[config.mk]
export PLATFORM = sky130hd
export DESIGN_NAME = launch_sequencer
export DESIGN_NICKNAME = d
export VERILOG_FILES = /design/src/rtl/launch_sequencer.sv
export SDC_FILE = /design/constraint.sdc
export NUM_CORES = 1
export LEC_CHECK = 0
export BUFFER_PORTS_ARGS = -buffer_cell sky130_fd_sc_hd__buf_2
export CAP_MARGIN = 30
export CORE_MARGIN = 2
export CORE_UTILIZATION = 45
export CTS_CLUSTER_DIAMETER = 200
export DETAILED_ROUTE_END_ITERATION = 7
export PLACE_DENSITY = 0.62
export SLEW_MARGIN = 10
export SYNTH_ARGS = -nofsm -noshare
export SYNTH_HDL_FRONTEND = slang
export SYNTH_SLANG_ARGS = --single-unit
export TNS_END_PERCENT = 20
[constraint.sdc]
create_clock -name i_clk -period 6.2 [get_ports i_clk]
set_input_delay 0.62 -clock i_clk [delete_from_list [all_inputs] [get_ports i_clk]]
set_output_delay 0.62 -clock i_clk [all_outputs]
set_load 0.01 [all_outputs]
[src/rtl/launch_sequencer.sv]
// Launch sequencer: fires the latched channel mask once all masked channels are armed and the trigger is high.
// Optional LAUNCH_TRIG_SYNC_EN adds a 2-flop synchroniser on i_trigger (two extra cycles of latency).
module launch_sequencer #(
   parameter int NUM_CH = 33,
   parameter int SHOT_W = 16,
   parameter int DLY_W  = 16,
   parameter int TMO_W  = 24
) (
   input  logic              i_clk,
   input  logic              i_rst_n,
   input  logic              i_cfg_load,
   input  logic [NUM_CH-1:0] i_cfg_mask,
   input  logic [SHOT_W-1:0] i_cfg_shots,
   input  logic [DLY_W-1:0]  i_cfg_delay,
   input  logic [TMO_W-1:0]  i_cfg_tmo,
   input  logic              i_abort,
   input  logic [NUM_CH-1:0] i_armed,
   input  logic              i_trigger,
   output logic [NUM_CH-1:0] o_start,
   output logic              o_busy,
   output logic              o_done,
   output logic [SHOT_W-1:0] o_shot_cnt,
   output logic              o_timeout,
   output logic              o_cfg_err
);

   typedef enum logic [2:0] {
      S_IDLE     = 3'd0,
      S_WAIT_ARM = 3'd1,
      S_DELAY    = 3'd2,
      S_FIRE     = 3'd3,
      S_REARM    = 3'd4
   } state_t;

   localparam logic [SHOT_W-1:0] SHOT_ONE = {{(SHOT_W-1){1'b0}}, 1'b1};
   localparam logic [DLY_W-1:0]  DLY_ONE  = {{(DLY_W-1){1'b0}}, 1'b1};
   localparam logic [TMO_W-1:0]  TMO_ONE  = {{(TMO_W-1){1'b0}}, 1'b1};

   state_t            state_q, state_d;
   logic [NUM_CH-1:0] mask_q, mask_d;
   logic [SHOT_W-1:0] shots_q, shots_d;
   logic [DLY_W-1:0]  delay_q, delay_d;
   logic [TMO_W-1:0]  tmo_q, tmo_d;
   logic [NUM_CH-1:0] armed_q, armed_d;
   logic [DLY_W-1:0]  dly_cnt_q, dly_cnt_d;
   logic [TMO_W-1:0]  tmo_cnt_q, tmo_cnt_d;
   logic [SHOT_W-1:0] shot_cnt_q, shot_cnt_d;
   logic [NUM_CH-1:0] start_q, start_d;
   logic              done_q, done_d;
   logic              busy_q, busy_d;
   logic              timeout_q, timeout_d;
   logic              cfg_err_q, cfg_err_d;
   logic              trig_int_s;
   logic              ready_s;
   logic              qual_s;
   logic [SHOT_W-1:0] shot_inc_s;

`ifdef LAUNCH_TRIG_SYNC_EN
   logic trig_s1_q, trig_s2_q;

   // Two-flop synchroniser for an asynchronous trigger source.
   always_ff @(posedge i_clk or negedge i_rst_n) begin
      if (!i_rst_n) begin
         trig_s1_q <= 1'b0;
         trig_s2_q <= 1'b0;
      end else begin
         trig_s1_q <= i_trigger;
         trig_s2_q <= trig_s1_q;
      end
   end

   assign trig_int_s = trig_s2_q;
`else
   assign trig_int_s = i_trigger;
`endif

   // Exact match: an armed channel outside the mask blocks qualification.
   assign ready_s    = (armed_q == mask_q);
   assign qual_s     = ready_s && trig_int_s;
   assign shot_inc_s = shot_cnt_q + SHOT_ONE;

   // Next-state and output computation.
   always_comb begin
      state_d    = state_q;
      mask_d     = mask_q;
      shots_d    = shots_q;
      delay_d    = delay_q;
      tmo_d      = tmo_q;
      armed_d    = i_armed;
      dly_cnt_d  = dly_cnt_q;
      tmo_cnt_d  = tmo_cnt_q;
      shot_cnt_d = shot_cnt_q;
      start_d    = '0;
      done_d     = 1'b0;
      timeout_d  = timeout_q;
      cfg_err_d  = cfg_err_q;

      if (i_abort) begin
         state_d = S_IDLE;
      end else begin
         case (state_q)
            S_IDLE: begin
               if (i_cfg_load) begin
                  if ((i_cfg_mask != '0) && (i_cfg_shots != '0)) begin
                     mask_d     = i_cfg_mask;
                     shots_d    = i_cfg_shots;
                     delay_d    = i_cfg_delay;
                     tmo_d      = i_cfg_tmo;
                     shot_cnt_d = '0;
                     tmo_cnt_d  = '0;
                     timeout_d  = 1'b0;
                     cfg_err_d  = 1'b0;
                     state_d    = S_WAIT_ARM;
                  end else begin
                     cfg_err_d = 1'b1;
                  end
               end else begin
                  state_d = S_IDLE;
               end
            end
            S_WAIT_ARM: begin
               // Qualification takes priority over a timeout expiring in the same cycle.
               if (qual_s) begin
                  dly_cnt_d = delay_q;
                  state_d   = S_DELAY;
               end else if ((tmo_q != '0) && (tmo_cnt_q == (tmo_q - TMO_ONE))) begin
                  timeout_d = 1'b1;
                  state_d   = S_IDLE;
               end else if (tmo_q != '0) begin
                  tmo_cnt_d = tmo_cnt_q + TMO_ONE;
               end else begin
                  tmo_cnt_d = tmo_cnt_q;
               end
            end
            S_DELAY: begin
               if (dly_cnt_q == '0) begin
                  state_d = S_FIRE;
               end else begin
                  dly_cnt_d = dly_cnt_q - DLY_ONE;
               end
            end
            S_FIRE: begin
               start_d    = mask_q;
               shot_cnt_d = shot_inc_s;
               if (shot_inc_s == shots_q) begin
                  done_d  = 1'b1;
                  state_d = S_IDLE;
               end else begin
                  state_d = S_REARM;
               end
            end
            S_REARM: begin
               // Engines must drop armed before the next shot can qualify.
               if (armed_q != mask_q) begin
                  tmo_cnt_d = '0;
                  state_d   = S_WAIT_ARM;
               end else begin
                  state_d = S_REARM;
               end
            end
            default: begin
               state_d = S_IDLE;
            end
         endcase
      end

      busy_d = (state_d != S_IDLE) || (start_d != '0);
   end

   // State and output registers.
   always_ff @(posedge i_clk or negedge i_rst_n) begin
      if (!i_rst_n) begin
         state_q    <= S_IDLE;
         mask_q     <= '0;
         shots_q    <= '0;
         delay_q    <= '0;
         tmo_q      <= '0;
         armed_q    <= '0;
         dly_cnt_q  <= '0;
         tmo_cnt_q  <= '0;
         shot_cnt_q <= '0;
         start_q    <= '0;
         done_q     <= 1'b0;
         busy_q     <= 1'b0;
         timeout_q  <= 1'b0;
         cfg_err_q  <= 1'b0;
      end else begin
         state_q    <= state_d;
         mask_q     <= mask_d;
         shots_q    <= shots_d;
         delay_q    <= delay_d;
         tmo_q      <= tmo_d;
         armed_q    <= armed_d;
         dly_cnt_q  <= dly_cnt_d;
         tmo_cnt_q  <= tmo_cnt_d;
         shot_cnt_q <= shot_cnt_d;
         start_q    <= start_d;
         done_q     <= done_d;
         busy_q     <= busy_d;
         timeout_q  <= timeout_d;
         cfg_err_q  <= cfg_err_d;
      end
   end

   assign o_start    = start_q;
   assign o_busy     = busy_q;
   assign o_done     = done_q;
   assign o_shot_cnt = shot_cnt_q;
   assign o_timeout  = timeout_q;
   assign o_cfg_err  = cfg_err_q;

endmodule

---- After elaboration in Yosys (flattened, before gate mapping) ----
Index checks and enable logic that the tools add are counted.
storage, ports and cells
  register bits ........................... 218
  latch bits .............................. 0
  memory bits (writable) .................. 0
  ROM bits ................................ 0
  input port bits ......................... 127
  output and inout port bits .............. 53
  memories kept ........................... 0
cells by class
  $add $sub $neg .......................... 4
  multiply operators ...................... 0
  div/mod/pow operators ................... 0
  magnitude comparators ................... 0
  eq/ne operators ......................... 17
  shift operators ......................... 0
  mux-type cells .......................... 33
  bitwise logic cells ..................... 1
  reductions and logical operators ........ 21
operators with widths
  cell                                                 number
  two-way mux 24 bit                                   6
  one-hot mux 24 bit (3 select lines)                  1
  two-way mux 33 bit                                   2
  nonzero test 33 bit                                  2
  two-way mux 16 bit                                   4
  one-hot mux 16 bit (2 select lines)                  2
  equality test 33 bit                                 1
  inequality test 33 bit                               1
  adder 24 x 1 -> 24 bit, second input constant        1
  equality test 24 bit                                 1
  two-way mux 3 bit                                    8
  nonzero test 24 bit                                  1
  subtractor 24 x 1 -> 24 bit, second input constant   1
  inequality test 2 bit, second input constant         9
  adder 16 x 1 -> 16 bit, second input constant        1
  equality test 16 bit                                 1
  logical NOT 16 bit                                   1
  nonzero test 16 bit                                  1
  subtractor 16 x 1 -> 16 bit, second input constant   1
  one-hot mux 3 bit (5 select lines)                   1
  AND reduction 4 bit                                  3
  two-way mux 1 bit                                    8
  AND reduction 8 bit                                  1
  equality test 3 x 2 -> 1 bit, second input constant  2
  11 further kinds                                     16

---- Logic depth before layout (Yosys ltp) ----
Gate-level depths: netlist (run 1).
  word-level depth ........................ 9
  gate-level depth with buffers ........... 13
  gate-level depth less buffers ........... 11

---- Worst setup path before layout (run 1) ----
No wires, ideal clock.
  path kind ............................... register to register
  start point ............................. register tmo_q[19]
  end point ............................... register tmo_cnt_q[12]
  library setup time ...................... 0.119 ns
  arrival ................................. 3.231 ns
  slack ................................... 2.850 ns
  stages on the path, launching flop included .. 12
  path buffers ............................ 2
  period minus slack after synthesis ...... 3.350 ns
  path through ............................ dfrtp_1 -> buf_6 -> or4_4 -> or4_1 -> a2111o_1 -> a2111oi_2 -> nand4_1 -> a2111o_1 -> o21bai_2 -> buf_6 -> nor4_1 -> o21a_1
on the way
  cells in the longest elaborated chain, start to end .. 5
  elaborated cells on any way between the ends .. 7
  those cells by class .................... add/sub (1); eq/ne (3); reduce/logical (3)
ends and longest elaborated chain
  what                               RTL line  RTL
  start, declared                    43        logic [TMO_W-1:0] tmo_q, tmo_d;
  start signal, assigned             192       tmo_q <= tmo_d;
  subtractor 24 x 1 -> 24 bit        126       end else if ((tmo_q != '0) && (tmo_cnt_q == (tmo_q - TMO_ONE))) begin
  equality test 24 bit               126
  logical AND 1 bit                  126
  inequality test 2 bit (no line)    n/a
  AND reduction 8 bit (no line) (*)  n/a
  end signal, assigned               195       tmo_cnt_q <= tmo_cnt_d;
  end, declared                      46        logic [TMO_W-1:0] tmo_cnt_q, tmo_cnt_d;
Mark *: on every way between the ends. The rest lies on a longest branch, timed or not.
A chain may end at the register's enable or synchronous reset.

---- Worst setup path after layout (run 1) ----
  start point ............................. register tmo_q[0]
  end point ............................... register tmo_cnt_q[19]
The elaborated chain is that of the path after synthesis.

==> results of run 1 <==
[area by class of cell]
type | count | area (sq um) | share of cell area
flip-flops and latches | 218 | 5460 | 0.430
multi-input cells | 714 | 4900 | 0.386
repair buffers | 189 | 1010 | 0.0795
clock buffers | 41 | 806 | 0.0635
well taps | 319 | 399 | 0.0314
inverters | 18 | 67.6 | 0.00532
clock inverters | 3 | 57.6 | 0.00453
[flip-flops by register name (all words and copies together) (netlist names), 3 cells and up]
name,count
mask_q,33
tmo_cnt_q,24
o_shot_cnt,16
armed_q,33
o_start,33
delay_q,16
tmo_q,24
shots_q,16
state_q,3
dly_cnt_q,16
[metrics by stage]
stage	util	hold slack (ns)	cell area (sq um)	power, W
detailed placement	0.505	0.491	11800	0.00226
global placement	0.505	0.478	11800	0.00225
global route	0.544	0.161	12700	0.00392
CTS	0.542	0.139	12700	0.00379
floorplan	-	0.324	10600	0.00206
finish	0.544	0.112	12700	0.00375
[per-layer routing]
metal  GRT usage  vias to the layer above  wire length (um)
li1            -                     3978                 -
met1       0.314                     4032             12400
met2       0.351                      227             12800
met3      0.0427                       45              1500
met4      0.0619                        2               717
met5           0                        -                13
[power breakdown]
part	internal, W	switching (W)	leakage, nW
clock network	0.000926	0.000581	0.423
registers	0.00156	0.000162	2.75
logic	0.000263	0.000254	2.47
[cells by family (layout without fill, tap and decap cells)]
logic type	after synthesis	count (layout)
AO/OA/AOI/OAI	202	202
XOR/XNOR	83	83
adder cells (fa/ha/maj)	4	4
buffers and inverters	68	251
flip-flops	218	218
multiplexers	89	89
AND/OR/NAND/NOR	336	336
[final timing paths]
path	to	slack, ns	depth (start not counted)
max	tmo_cnt_q[19]	2.16	11
min	o_shot_cnt[10]	0.11	1
max reg2reg	tmo_cnt_q[19]	2.16	11
min reg2reg	o_cfg_err	0.50	2
max in group asynchronous	mask_q[25]	4.92	2
min in group i_clk	armed_q[22]	0.19	1
[cell usage in the layout, fill, tap and decap left out, types with 25 or more instances in the layout]
master     synthesis  routed
nor2_1            66      66
nor4_1            37      36
a21oi_1           36      36
o21ai_0           59      59
nand2_1           49      49
and2_1            40      40
mux2_2            86      86
clkbuf_16          0      25
nand3_1           35      35
dfrtp_1          218     218
xor2_1            51      51
buf_2              1     178
xnor2_1           32      32
[worst register-to-register path, stage by stage (launching register included)]
cell and delay (ns):
dfrtp_1 0.46, inv_1 0.11, ha_1 0.40, nor3b_1 0.56, nand2_1 0.20, or4_1 0.55
a21boi_0 0.18, and4b_1 0.20, nand4_1 0.62, nand3_1 0.40, o311ai_0 0.16, o31ai_1 0.10
==> key figures, run 1 <==
Clocking
  • CTS Buffer Depth: 3
  • Clock Pin Slew Worst Setup and Hold Paths: about 0.050 ns
  • Num CTS Buffers: 25
  • Post-cts repair resize count: 0
  • Root buf cell: clkbuf_16
  • CTS tree: built
  • # Post-CTS Setup Buffers: 0
  • Clk Latency, worst-skew pair: around 0.54 ns
  • Clk sinks: 218
  • Post-CTS Hold Fix Bufs: 0
  • Number of H-tree levels: 1

Routing
  • Residual DRC count: 0
  • Initial DRT Pass Iterations: 4
  • WL per Instance: about 18 um
  • Via density per instance: between 5 and 6
  • Total Routed Length: approximately 27000 um
  • First DRT Iteration DRCs: 469
  • Via count: between 8k and 9k
  • DRT antenna net count: 0

Die
  • Row cnt: 56
  • Core Area: 0.0233 sq mm
  • Initial Util: 0.455
  • Die Y: approximately 160 um
  • Die Span X: roughly 160 um
  • IO Pins: 180
  • Total Die Area: between 0.02 and 0.025 sq mm

Power and ir drop
  • Pwr dens: roughly 300 mW/mm^2
  • Maximum VDD drop: ~0.0002 V
  • Pleak: 5.64 nW

Synth
  • Largest family of logic cells by synthesized area: simple AND/OR/NAND/NOR gates
  • Synth Area in XOR/XNOR: 0.0685
  • Top_reg_cell synth: dfrtp_1
  • Top post-synthesis cells by area: dfrtp_1 51%, mux2_2 9.1%, xor2_1 4.2%, o21ai_0 2.8%, xnor2_1 2.6%
  • Number of synthesized flops with an enable pin: 0
  • Synthesized Nets: between 1k and 1.5k
  • Syn avg cell area: 10.6 sq um
  • Synthesized area: 0.0106 sq mm
  • Synth Warn #: 0
  • Register area share after synthesis: 0.514
  • Top cells by instance count after synthesis: 218 x dfrtp_1, 86 x mux2_2, 66 x nor2_1
  • Mux share of post-synthesis cell area: 0.0940
  • Synth top area share: 0.514
  • Count leader, synth: dfrtp_1
  • Compound-gate portion of the synthesized area: 0.122
  • Mapped Cells: ~1.0k
  • Yosys reg bits: between 200 and 250
  • Cell taking the most area after synthesis: dfrtp_1
  • Adder and majority gate portion of the synthesized area: 0.00471
  • Synth cell types: 68
  • Async SR Flop Fraction: 1.00
  • Post-Synth Simple-Gate Area: 0.170

Cells and area
  • Final #Nets: approximately 1.3k
  • Non-Filler Instances: ~1.5k
  • Diodes inserted: 0
  • Filler cells: roughly 2.2k
  • Layout cell share with drive strength beyond 1: 0.280
  • Area Overhead vs Synth: 19.5%

Setup path
  • Crit-path cells: inv_1 > ha_1 > nor3b_1 > nand2_1 > or4_1 > a21boi_0 > and4b_1 > nand4_1 > nand3_1 > o311ai_0 > o31ai_1
  • Max FO, Critical Path: 17
  • Crit-path leading delay family: simple AND/OR/NAND/NOR gates
  • Arrival @ worst endpoint: about 4.5 ns
  • Crit. End Element: flip-flop
  • Slowest CP cell: nand4_1
  • CP required: around 6.6 ns
  • Crit-path max cell delay: around 0.62 ns
  • Critical path buffers and inverters: 1
  • Critical Path Start Type: flip-flop
  • R2R Path Start: tmo_q[0]
  • Worst setup path startpoint: tmo_q[0]
  • Crit Path Class: flip-flop to flip-flop

Timing
  • Final period utilization: 0.652
  • Worst slew pin tran: between 0.9 and 1 ns
  • PnR worst setup slack: 2.16 ns
  • Minimum clock period: 4.04 ns
  • Max Freq: ~0.25 GHz
  • Max_slew headroom: 0.366
  • Setup violators final: 0
  • Final Hold Fails: 0
  • Setup_tns: 0 ns
  • Fin Clk Skew: approximately 0.02 ns
  • Max Transition Viols Final: 0
  • RSZ-0062 raised after global routing: no

Placement
  • Final GP Congestion: between 0.8 and 0.9
  • Post-Place Setup Slack: 2.23 ns
  • DP Cell Count: around 1.5k
  • DP Wirelength: ~19000 um
  • Port Buf Inserts: about 180

Min path
  • HP Class: primary input to async pin

Run status
  • Status: complete, no violations

Global route
  • Vias in the first global route: ~8.0k
  • Initial antenna violation count: 2
  • Gr ovfl total: 0
  • Largest net degree at the start of global routing: just under 100
  • Overall routing resource usage: 0.222
  • First-pass GRT wire length: 43600 um

Run
  • MaxCap Viol Count: 0
(Power assumes the default switching activity.)
==> run 2: changes to the inputs <==
- clock period: 6.2 -> 3.9 ns (I/O delays scaled with it)
==> key figures, run 2 (synthesis gave the netlist of run 1 again) <==
Global route
  • Overall routing resource usage: 0.221
  • Gr ovfl total: 0
  • Vias in the first global route: between 8k and 9k
  • Initial antenna violation count: 1
  • Layer with the highest usage: met2
  • Largest net degree at the start of global routing: approximately 110
  • Met1 usage: 0.311
  • First-pass GRT wire length: about 44000 um
  • Met3 Resource Use GR: 0.0381
  • M2 GR Usage: 0.351

Min path
  • HP Class: primary input to flip-flop
  • Hold_sp: i_cfg_tmo[8]
  • Hold path depth: 3

Cells and area
  • Final #Nets: 1342
  • Layout cell share with drive strength beyond 1: 0.280
  • Commonest non-fill, non-tap cells in the layout: 218 x dfrtp_1, 178 x buf_2, 86 x mux2_2
  • Diodes inserted: 0
  • Commonest non-fill, non-tap cell in the layout: dfrtp_1
  • Area Overhead vs Synth: 23.1%

Routing
  • Via count: 8446
  • First DRT Iteration DRCs: 531
  • Via density per instance: 5.45
  • Total Routed Length: around 27000 um
  • Residual DRC count: 0
  • Initial DRT Pass Iterations: 5
  • DRT antenna net count: 0
  • WL per Instance: about 18 um

Timing
  • Max_slew headroom: 0.418
  • Max Transition Viols Final: 0
  • Minimum clock period: between 3 and 4 ns
  • Hold Slack: 0.0702 ns
  • RSZ-0062 raised after global routing: no
  • Final period utilization: 0.923
  • Final Hold Fails: 0
  • Setup_tns: 0 ns
  • Setup violators final: 0
  • Max Freq: around 0.28 GHz
  • Worst slew pin tran: approximately 0.87 ns
  • Fin Clk Skew: about 0.012 ns

Placement
  • Port Buf Inserts: between 150 and 200
  • Final GP Congestion: ~0.90
  • DP Wirelength: roughly 19000 um

Clocking
  • Clk Latency, worst-skew pair: between 0.5 and 0.6 ns
  • Number of H-tree levels: 1
  • Num CTS Buffers: 25
  • Clock Pin Slew Worst Setup and Hold Paths: around 0.06 ns
  • Root buf cell: clkbuf_16
  • Clk sinks: ~220
  • CTS tree: built
  • Post-cts repair resize count: 0
  • CTS Buffer Depth: 3

Die
  • IO Pins: 180
  • Total Die Area: around 0.025 sq mm
  • Die Y: 158 um
  • Die Span X: 158 um
  • Initial Util: 0.455
  • Core Area: between 0.02 and 0.025 sq mm
  • Row cnt: 56

Setup path
  • Worst R2R Path Depth: 9
  • Worst setup path startpoint: tmo_q[19]
  • Reg2reg end: tmo_cnt_q[19]
  • Crit Path Class: flip-flop to flip-flop
  • Max FO, Critical Path: 10
  • Crit. End Element: flip-flop
  • Critical Path Start Type: flip-flop
  • CP required: 4.30 ns
  • R2R Path Start: tmo_q[19]
  • R2R Setup Slk: slightly below 0.3 ns
  • Crit path to: tmo_cnt_q[19]
  • Arrival @ worst endpoint: around 4 ns

Power and ir drop
  • Pwr dens: ~450 mW/mm^2
  • Maximum VDD drop: approximately 0.00033 V
  • Pleak: 5.82 nW

Run
  • MaxCap Viol Count: 0

Run status
  • Status: complete, no violations
==> run 2: cell count changes in the layout (fill, tap and decap cells not counted) <==
| cell | previous run | this run |
|---|---|---|
| clkinvlp_4 | 1 | 2 |
| dlygate4sd3_1 | 0 | 34 |
| clkinv_2 | 0 | 7 |
| clkinv_4 | 0 | 1 |
| buf_4 | 8 | 18 |
| buf_16 | 1 | 0 |
| clkbuf_8 | 12 | 5 |
| buf_12 | 0 | 2 |
==> run 2: worst max-delay path, cell delays in order (launching register included) <==
cell,delay [ns]
dfrtp_1,0.46
or4_4,0.57
or4_1,0.48
a2111o_1,0.41
a2111oi_2,0.30
nand4_1,0.13
a2111o_1,0.46
o21ba_1,0.35
nand4_2,0.22
o31ai_1,0.08
==> run 2: per-layer routing <==
metal,up-vias,wire (um)
li1,4069,-
met1,4106,12700
met2,216,12600
met3,53,1350
met4,2,805
met5,-,13
==> run 2: how the worst min path moves through the flow <==
stage                               end  slack, ns
after floorplan              armed_q[0]       0.09
after global placement    dly_cnt_q[11]       0.49
after detailed placement  tmo_cnt_q[23]       0.50
after CTS                      tmo_q[8]       0.06
after global routing        delay_q[12]       0.08
final                          tmo_q[8]       0.07
==> run 2: final cells by class <==
| type | instances | area [sq um] |
|---|---|---|
| fillers | 2070 | 10300 |
| flip-flops and latches | 218 | 5460 |
| multi-input cells | 714 | 4900 |
| repair buffers | 234 | 1440 |
| clock buffers | 34 | 709 |
| well taps | 319 | 399 |
| clock inverters | 12 | 109 |
| inverters | 18 | 67.6 |
==> run 2: stage by stage <==
step / instances / total power, W / utilization / setup WS (ns) / cell area, sq um
finish: 1549 / 0.00590 / 0.560 / 0.298 / 13100
detailed placement: 1468 / 0.00360 / 0.510 / 0.371 / 11900
CTS: 1548 / 0.00595 / 0.560 / 0.333 / 13100
global route: 1549 / 0.00618 / 0.560 / 0.157 / 13100
global placement: 1468 / 0.00359 / 0.510 / 0.397 / 11900
floorplan: 1000 / 0.00327 / - / 0.550 / 10600
==> run 2: what timing repair did <==
item / in CTS / in global routing
hold buffers: 34 / 0
setup buffers: 0 / 0
hold endpoints to repair: 139 / 0
endpoints found under the setup margin: 0 / 0
==> run 2: power breakdown <==
part | switching (W) | total [W] | internal, W | leakage [nW]
Clock | 0.000960 | 0.00231 | 0.00135 | 0.404
Sequential | 0.000246 | 0.00273 | 0.00248 | 2.75
Combinational | 0.000408 | 0.000860 | 0.000452 | 2.67
Total | 0.00161 | 0.00590 | 0.00428 | 5.82
==> run 3: changes to the inputs <==
- CORE_UTILIZATION: 45 -> 57
- PLACE_DENSITY: 0.62 -> 0.77
==> key figures, run 3 (synthesis gave the netlist of run 1 again) <==
Run status
  • Status: complete, no violations

Timing
  • Fin Clk Skew: around 0.012 ns
  • Final Hold Fails: 0
  • PnR worst setup slack: around 0.19 ns
  • Max Freq: roughly 0.27 GHz
  • Worst slew pin tran: 0.905 ns
  • Setup_tns: 0 ns
  • Setup violators final: 0
  • Minimum clock period: around 3.7 ns
  • Max Transition Viols Final: 0
  • Final period utilization: 0.950
  • Max_slew headroom: 0.395
  • RSZ-0062 raised after global routing: no

Routing
  • Via count: ~8.7k
  • Via density per instance: roughly 6
  • WL per Instance: 18.8 um
  • Residual DRC count: 0
  • First DRT Iteration DRCs: 525
  • Total Routed Length: around 27000 um
  • Initial DRT Pass Iterations: 5
  • DRT antenna net count: 0

Clocking
  • # Post-CTS Setup Buffers: 0
  • CTS tree: built
  • Num CTS Buffers: 23
  • Post-cts repair resize count: 0
  • Number of H-tree levels: 1
  • Clk Latency, worst-skew pair: just over 0.5 ns
  • Clock Pin Slew Worst Setup and Hold Paths: roughly 0.06 ns
  • Clk sinks: roughly 220
  • CTS Buffer Depth: 3
  • Root buf cell: clkbuf_16

Power and ir drop
  • Sw Share: 0.273
  • Clock share of power: 0.367
  • Total Power: roughly 0.0057 W
  • Pwr dens: 444 mW/mm^2
  • Sequential group share of total power: 0.479
  • Gate power share: 0.154
  • Psw: 0.00155 W
  • Maximum VDD drop: 0.000445 V
  • Cell internal pwr: between 0.004 and 0.005 W
  • Pleak: about 5.8 nW

Setup path
  • Slowest CP cell: or4_4
  • R2R Path Start: tmo_q[19]
  • Worst R2R Path Depth: 9
  • Crit Path Class: flip-flop to flip-flop
  • Max FO, Critical Path: 13
  • Arrival @ worst endpoint: ~4.1 ns
  • Crit-path cells: or4_4 > or4_1 > a2111o_1 > a2111oi_2 > nand4_1 > a2111o_1 > o21bai_2 > nor4_1 > o21a_1
  • Worst path most repeated cell: a2111o_1
  • Reg2reg end: tmo_cnt_q[12]
  • CP required: 4.29 ns
  • Crit. End Element: flip-flop
  • Critical Path Start Type: flip-flop
  • R2R Setup Slk: slightly below 0.2 ns
  • Crit-path max cell delay: roughly 0.58 ns

Die
  • Total Die Area: 0.0197 sq mm
  • Initial Util: 0.585
  • Core Area: roughly 0.018 sq mm
  • IO Pins: between 150 and 200
  • Row cnt: 49
  • Die Y: 140 um
  • Die Span X: between 100 and 150 um

Cells and area
  • Diodes inserted: 0
  • Commonest non-fill, non-tap cell in the layout: dfrtp_1
  • Layout cell share with drive strength beyond 1: 0.276
  • Final #Nets: around 1.3k
  • Area Overhead vs Synth: 21.0%
  • Commonest non-fill, non-tap cells in the layout: 218 x dfrtp_1, 178 x buf_2, 86 x mux2_2
  • Filler cells: about 1.3k

Run
  • MaxCap Viol Count: 0

Global route
  • M2 GR Usage: 0.465
  • Largest net degree at the start of global routing: around 110
  • Initial antenna violation count: 1
  • Vias in the first global route: about 8.6k
  • Overall routing resource usage: 0.277
  • First-pass GRT wire length: around 44000 um
  • Met1 usage: 0.374
  • Gr ovfl total: 0
  • Layer with the highest usage: met2
  • Met3 Resource Use GR: 0.0438

Placement
  • Port Buf Inserts: approximately 180
  • Final GP Congestion: around 0.9
  • Post-Place Setup Slack: 0.302 ns
  • DP Wirelength: roughly 19000 um

Min path
  • HP Class: primary input to flip-flop
  • Hold path depth: 3
  • Hold Path End: tmo_q[8]
  • Hold_sp: i_cfg_tmo[8]
[run 3: cell count changes in the layout (fill, tap and decap cells not counted), moves of 2 or more]
cell / before / now
clkinv_2: 7 / 5
clkbuf_8: 5 / 7
buf_4: 18 / 20
clkbuf_16: 25 / 23
clkinvlp_4: 2 / 0
[run 3: worst max-delay path: cells and delay by family (launching register included)]
kind,cells,cell delay [ns]
AOI/OAI and AO/OA,5,1.81
DFF,1,0.45
and+or+nand+nor,4,1.34
[run 3: power by group through the flow]
| stage | Clock, W | Combinational (W) | Sequential, W |
|---|---|---|---|
| after CTS | 0.00213 | 0.000873 | 0.00273 |
| after detailed placement | 0 | 0.000837 | 0.00277 |
| after global routing | 0.00221 | 0.000968 | 0.00277 |
| final | 0.00209 | 0.000879 | 0.00273 |
| after global placement | 0 | 0.000815 | 0.00276 |
| after floorplan | 0 | 0.000597 | 0.00268 |
[run 3: metrics by stage]
stage	util	hold slack [ns]	instance area, sq um	cells
finish	0.708	0.0933	12800	1453
floorplan	-	0.0944	10600	1000
global placement	0.649	0.479	11800	1379
detailed placement	0.649	0.494	11800	1379
CTS	0.708	0.0729	12800	1453
global route	0.708	0.0990	12800	1453
[run 3: worst max path at each step]
stage	from	end
detailed placement	tmo_q[19]	tmo_cnt_q[12]
finish	tmo_q[19]	tmo_cnt_q[12]
global route	tmo_q[19]	tmo_cnt_q[12]
global placement	tmo_q[19]	tmo_cnt_q[12]
CTS	tmo_q[19]	tmo_cnt_q[12]
floorplan	tmo_q[19]	tmo_cnt_q[12]
[run 3: what timing repair did]
action                                  4_1_cts  5_1_grt
endpoints found under the hold margin       110        0
endpoints found under the setup margin        0        0
hold buffers                                 34        0
[run 3: routing by layer]
layer | share of wire | vias up
met1 | 0.42 | 4223
met2 | 0.49 | 336
met3 | 0.061 | 67
met4 | 0.029 | 2
li1 | - | 4050
met5 | 0.00048 | -
[run 3: area by class of cell]
cell class	count	area [sq um]	area share
clock buffers	34	687	0.0535
repair buffers	234	1420	0.110
well taps	229	287	0.0223
multi-input cells	714	4900	0.381
flip-flops and latches	218	5460	0.425
clock inverters	6	33.8	0.00263
inverters	18	67.6	0.00526
